## config.mk

```make
export PLATFORM = sky130hd
export DESIGN_NAME = keccak_rc_gen
export DESIGN_NICKNAME = d
export VERILOG_FILES = /design/src/rtl/keccak_rc_gen.sv
export SDC_FILE = /design/constraint.sdc
export NUM_CORES = 1
export LEC_CHECK = 0
export BUFFER_PORTS_ARGS = -buffer_cell sky130_fd_sc_hd__buf_2
export CAP_MARGIN = 0
export CORE_MARGIN = 5
export CORE_UTILIZATION = 35
export DETAILED_ROUTE_END_ITERATION = 10
export GPL_TIMING_DRIVEN = 0
export HOLD_SLACK_MARGIN = 0.1
export PLACE_DENSITY = 0.65
export SLEW_MARGIN = 5
export SYNTH_ARGS = -nofsm -noshare
export SYNTH_HDL_FRONTEND = slang
export SYNTH_SLANG_ARGS = --single-unit
```

## constraint.sdc

```tcl
create_clock -name clk -period 2.4 [get_ports clk]
set_clock_uncertainty 0.2 [all_clocks]
set_input_delay 0.12 -clock clk [delete_from_list [all_inputs] [get_ports clk]]
set_output_delay 0.12 -clock clk [all_outputs]
set_load 0.03 [all_outputs]
```

## src/rtl/keccak_rc_gen.sv

```systemverilog
// Keccak-f[1600] round-constant generator: sequences rounds on start/step and emits the
// compressed 8-bit iota constant. Define KECCAK_RC_ROM_EN to use a constant table instead of the LFSR.
module keccak_rc_gen #(
    parameter int unsigned NUM_ROUNDS = 24
) (
    input  logic       clk,
    input  logic       rst_n,
    input  logic       start,
    input  logic       step,
    output logic [7:0] rc,
    output logic [4:0] round_idx,
    output logic       busy,
    output logic       last,
    output logic       done
);
    typedef enum logic {IDLE, RUN} state_t;

    localparam logic [4:0] LAST_IDX = 5'(NUM_ROUNDS - 1);

    state_t     state, state_nxt;
    logic [7:0] rc_nxt, rc_round;
    logic [4:0] idx_nxt, adv_idx;
    logic       done_nxt, advance, wrap;

    assign adv_idx = (state == IDLE) ? '0 : round_idx + 5'd1;

`ifdef KECCAK_RC_ROM_EN
    function automatic logic [7:0] rc_rom(input logic [4:0] r);
        case (r)
            5'd0:  rc_rom = 8'h01;
            5'd1:  rc_rom = 8'h32;
            5'd2:  rc_rom = 8'hBA;
            5'd3:  rc_rom = 8'hE0;
            5'd4:  rc_rom = 8'h3B;
            5'd5:  rc_rom = 8'h41;
            5'd6:  rc_rom = 8'hF1;
            5'd7:  rc_rom = 8'hA9;
            5'd8:  rc_rom = 8'h1A;
            5'd9:  rc_rom = 8'h18;
            5'd10: rc_rom = 8'h69;
            5'd11: rc_rom = 8'h4A;
            5'd12: rc_rom = 8'h7B;
            5'd13: rc_rom = 8'h9B;
            5'd14: rc_rom = 8'hB9;
            5'd15: rc_rom = 8'hA3;
            5'd16: rc_rom = 8'hA2;
            5'd17: rc_rom = 8'h90;
            5'd18: rc_rom = 8'h2A;
            5'd19: rc_rom = 8'hCA;
            5'd20: rc_rom = 8'hF1;
            5'd21: rc_rom = 8'hB0;
            5'd22: rc_rom = 8'h41;
            5'd23: rc_rom = 8'hE8;
            default: rc_rom = 8'h00;
        endcase
    endfunction

    assign rc_round = rc_rom(adv_idx);
`else
    logic [7:0] lfsr, lfsr_nxt, lfsr_adv;
    logic [6:0] ticks;

    // Seven LFSR ticks per round; tick j yields lane bit 2^j-1.
    always_comb begin
        lfsr_adv = lfsr;
        ticks    = '0;
        for (int unsigned j = 0; j < 7; j++) begin
            ticks[j] = lfsr_adv[0];
            lfsr_adv = {lfsr_adv[6:0], 1'b0} ^ (lfsr_adv[7] ? 8'h71 : 8'h00);
        end
    end

    assign rc_round = {ticks[6:2], 1'b0, ticks[1:0]};

    always_comb begin
        lfsr_nxt = lfsr;
        if (wrap)
            lfsr_nxt = 8'h01;
        else if (advance)
            lfsr_nxt = lfsr_adv;
    end

    always_ff @(posedge clk or negedge rst_n) begin
        if (!rst_n)
            lfsr <= 8'h01;
        else
            lfsr <= lfsr_nxt;
    end
`endif

    always_comb begin
        state_nxt = state;
        rc_nxt    = rc;
        idx_nxt   = round_idx;
        done_nxt  = 1'b0;
        advance   = 1'b0;
        wrap      = 1'b0;
        case (state)
            IDLE: begin
                if (start) begin
                    state_nxt = RUN;
                    advance   = 1'b1;
                end
            end
            RUN: begin
                if (step) begin
                    if (round_idx == LAST_IDX)
                        wrap = 1'b1;
                    else
                        advance = 1'b1;
                end
            end
            default: state_nxt = IDLE;
        endcase
        if (advance) begin
            idx_nxt = adv_idx;
            rc_nxt  = rc_round;
        end
        if (wrap) begin
            state_nxt = IDLE;
            idx_nxt   = '0;
            rc_nxt    = '0;
            done_nxt  = 1'b1;
        end
    end

    always_ff @(posedge clk or negedge rst_n) begin
        if (!rst_n) begin
            state     <= IDLE;
            rc        <= '0;
            round_idx <= '0;
            done      <= 1'b0;
        end else begin
            state     <= state_nxt;
            rc        <= rc_nxt;
            round_idx <= idx_nxt;
            done      <= done_nxt;
        end
    end

    assign busy = (state == RUN);
    assign last = busy && (round_idx == LAST_IDX);

endmodule
```

==> reports/metrics.yaml <==
run_status:
  status: "finished, final reports clean"
layout:
  layout_common_cells: "buf_2 (22), dfrtp_1 (18), nand2_1 (14), xnor2_1 (12), o21ai_0 (11)"
  layout-area-overhead-vs-synth_pct: 19.8
  fin_nets: 142
  stdcell_count: 169
  diodes: 0
  final_common_cell: "buf_2"
  drive_gt1_share_pct: 27.9
  fin_util_pct: 42.9
global_route:
  gr-total-overflow: 0
  grt_pass1_wl_mm: 3.71
  antenna_found_initial: 0
  grt_pass1_vias: 807
  grt_max_degree: 19
  track_usage_pct: 11.1
critical_path:
  critical_path_required_ns: 2.45
  crit_family: "buffers and inverters"
  cp_max_fo: 6
  path_buf_inv: 1
  crit_path_end_kind: "flop"
  startpoint_type: "flop"
  path_common_cell: "mux2i_1"
  cp_cell_sequence: "ha_1, a21oi_1, mux2i_1, mux2i_1, dlygate4sd3_1"
  crit_slowest_cell: "dlygate4sd3_1"
  critPathKind: "flop to flop"
  arrival_ns: 1.98
  slowest_delay_ns: 0.55
floorplan:
  start_util_pct: 35.8
  die_width_um: 65.2
  core_um2: 2980
  rows: 20
  io_pins: 20
  die_h_um: 65.2
  dieArea_um2: 4250
clocking:
  cts_resized: 0
  clock_path_buffers: 2
  tritoncts: "built"
  numCtsBuffers: 3
  htree_num_levels: 1
  clk_pin_slew_worst_paths_ns: 0.11
  clockRootBuffer: "clkbuf_4"
  cts.sinks: 19
  cts_setup_buffers: 0
  insertion_delay_ns: 0.30
sta:
  finalSetupViolCount: 0
  hold_violations: 0
  min_period_over_period_pct: 80.6
  slew_headroom_pct: 67.2
  fin_ws_ns: 0.466
  finalCriticalPeriod_ns: 1.93
  fmax_ghz: 0.517
  rsz0062_at_grt: "false"
  maxSlewViolCount: 0
  fin_setup_tns_ns: 0
  tightest_slew_ns: 0.478
power_and_ir_drop:
  ir_drop_v: 0.000671
  power_density_nw_per_um2: 1600
  leakagePower_uw: 0.000594
placement:
  post-place-cells: 160
  pre_cts_slack_ns: 0.485
  hpwl_mm: 1.56
  gp_routability_congestion: 0.805
  io_buffers: 18
detailed_routing:
  antenna_left: 0
  via_per_inst: 4.99
  drc_errors: 0
  wl_mm: 2.12
  drt-wirelength-per-cell_um: 12.6
  vias: 843
  first_iter_violations: 7
  first_pass_iters: 4
worst_hold_path:
  hp-class: "flop to flop"
job:
  cap_violations: 0
synthesis:
  synth_area_um2: 1070
  ys_seq_elements: 19
  postSynthCellCount: 109
  yosysWarnings: 0
  synth_area_per_cell_um2: 9.79
  syn_nets: 114
  synth_cell_types: 31
  seq_area_frac_synth_pct: 44.7
report_power, final:
group          total (uW)  leakage, uW  switching, uW  internal, uW
clock network         167    0.0000139            104          63.5
registers             623     0.000224            146           478
logic                1260     0.000356            700           557
sequential cells by signal (all words and copies together), names as in the netlist:
register,count
busy,1
done,1
round_idx,5
lfsr,8
rc,4
per-layer routing:
layer  up-vias  track usage [%]  wire [um]  part of all wire [%]
met3         5             2.39         74                   3.5
met2        18             16.6        958                    45
met4         0             5.44         44                   2.1
li1        421                -          -                     -
met5         -                0          0                     0
met1       399             15.1       1040                    49
through the flow:
| stage | power [uW] | cell area (um2) | hold WS [ns] |
|---|---|---|---|
| finish | 2050 | 1280 | 0.292 |
| floorplan | 1610 | 1070 | -0.376 |
| global route | 2210 | 1280 | 0.321 |
| global placement | 1840 | 1200 | -0.120 |
| CTS | 2080 | 1290 | 0.295 |
| detailed placement | 1880 | 1200 | -0.113 |
what timing repair did:
item | in CTS | in global routing
endpoints found under the setup margin | 0 | 18
hold endpoints to repair | 25 | 0
hold buffers | 6 | 0
path summary, 6_finish.rpt:
kind                                   start      endpoint  slack (ns)  cells past startpoint
worst max-delay path            round_idx[0]  round_idx[0]        0.47                      5
worst min-delay path                   rc[1]         rc[1]        0.29                      2
worst max register to register  round_idx[0]  round_idx[0]        0.47                      5
worst min register to register         rc[1]         rc[1]        0.29                      2
max in group asynchronous              rst_n       lfsr[0]        1.05                      3
min in group asynchronous              rst_n       lfsr[2]        0.62                      3
synthesized netlist by cell type (all sizes together):
| cell type | n | area (um2) |
|---|---|---|
| a22o | 2 | 17.5 |
| dfrtp | 18 | 450 |
| nand2 | 14 | 52.6 |
| a21oi | 3 | 15.0 |
| xnor2 | 12 | 105 |
| nor2 | 4 | 17.5 |
| nand3 | 7 | 35.0 |
| buf | 9 | 57.6 |
| and3 | 1 | 6.26 |
| clkbuf | 1 | 3.75 |
| a21o | 1 | 7.51 |
| conb | 1 | 3.75 |
| o21ai | 14 | 77.6 |
| and3b | 1 | 8.76 |
| dfstp | 1 | 26.3 |
| xor2 | 4 | 42.6 |
| nand3b | 1 | 11.3 |
| nand2b | 4 | 25.0 |
| or4 | 1 | 7.51 |
| o31ai | 1 | 7.51 |
| mux2i | 3 | 30.0 |
| nor3 | 1 | 5.00 |
| a211o | 1 | 8.76 |
| ha | 1 | 12.5 |
| mux2 | 1 | 15.0 |
| o2bb2ai | 2 | 17.5 |
logic make-up (layout without fill, tap and decap cells):
logic type	count (synthesis)	in the layout	synth area share, %
mux	4	4	4.22
other cells	1	1	0.351
buf+inv	10	37	5.74
flops	19	19	44.7
xor+xnor	16	16	13.8
simple gates	34	34	15.8
compound gates	24	24	14.2
fa+ha+maj	1	1	1.17
tightest hold or removal path: cells and delay by family, from the launching register on:
family	cells	cell delay (ns)
AO/OA/AOI/OAI	1	0.06
flip-flops	1	0.36
AND/OR/NAND/NOR	1	0.04
area by class of cell:
cell class	instances	area, um2
plain buffers	10	61.3
repair buffers	23	140
flip-flops and latches	19	477
clock buffers	3	22.5
well taps	33	41.3
fillers	298	1700
multi-input cells	80	529
clock inverters	1	7.51
(Power assumes the default switching activity.)
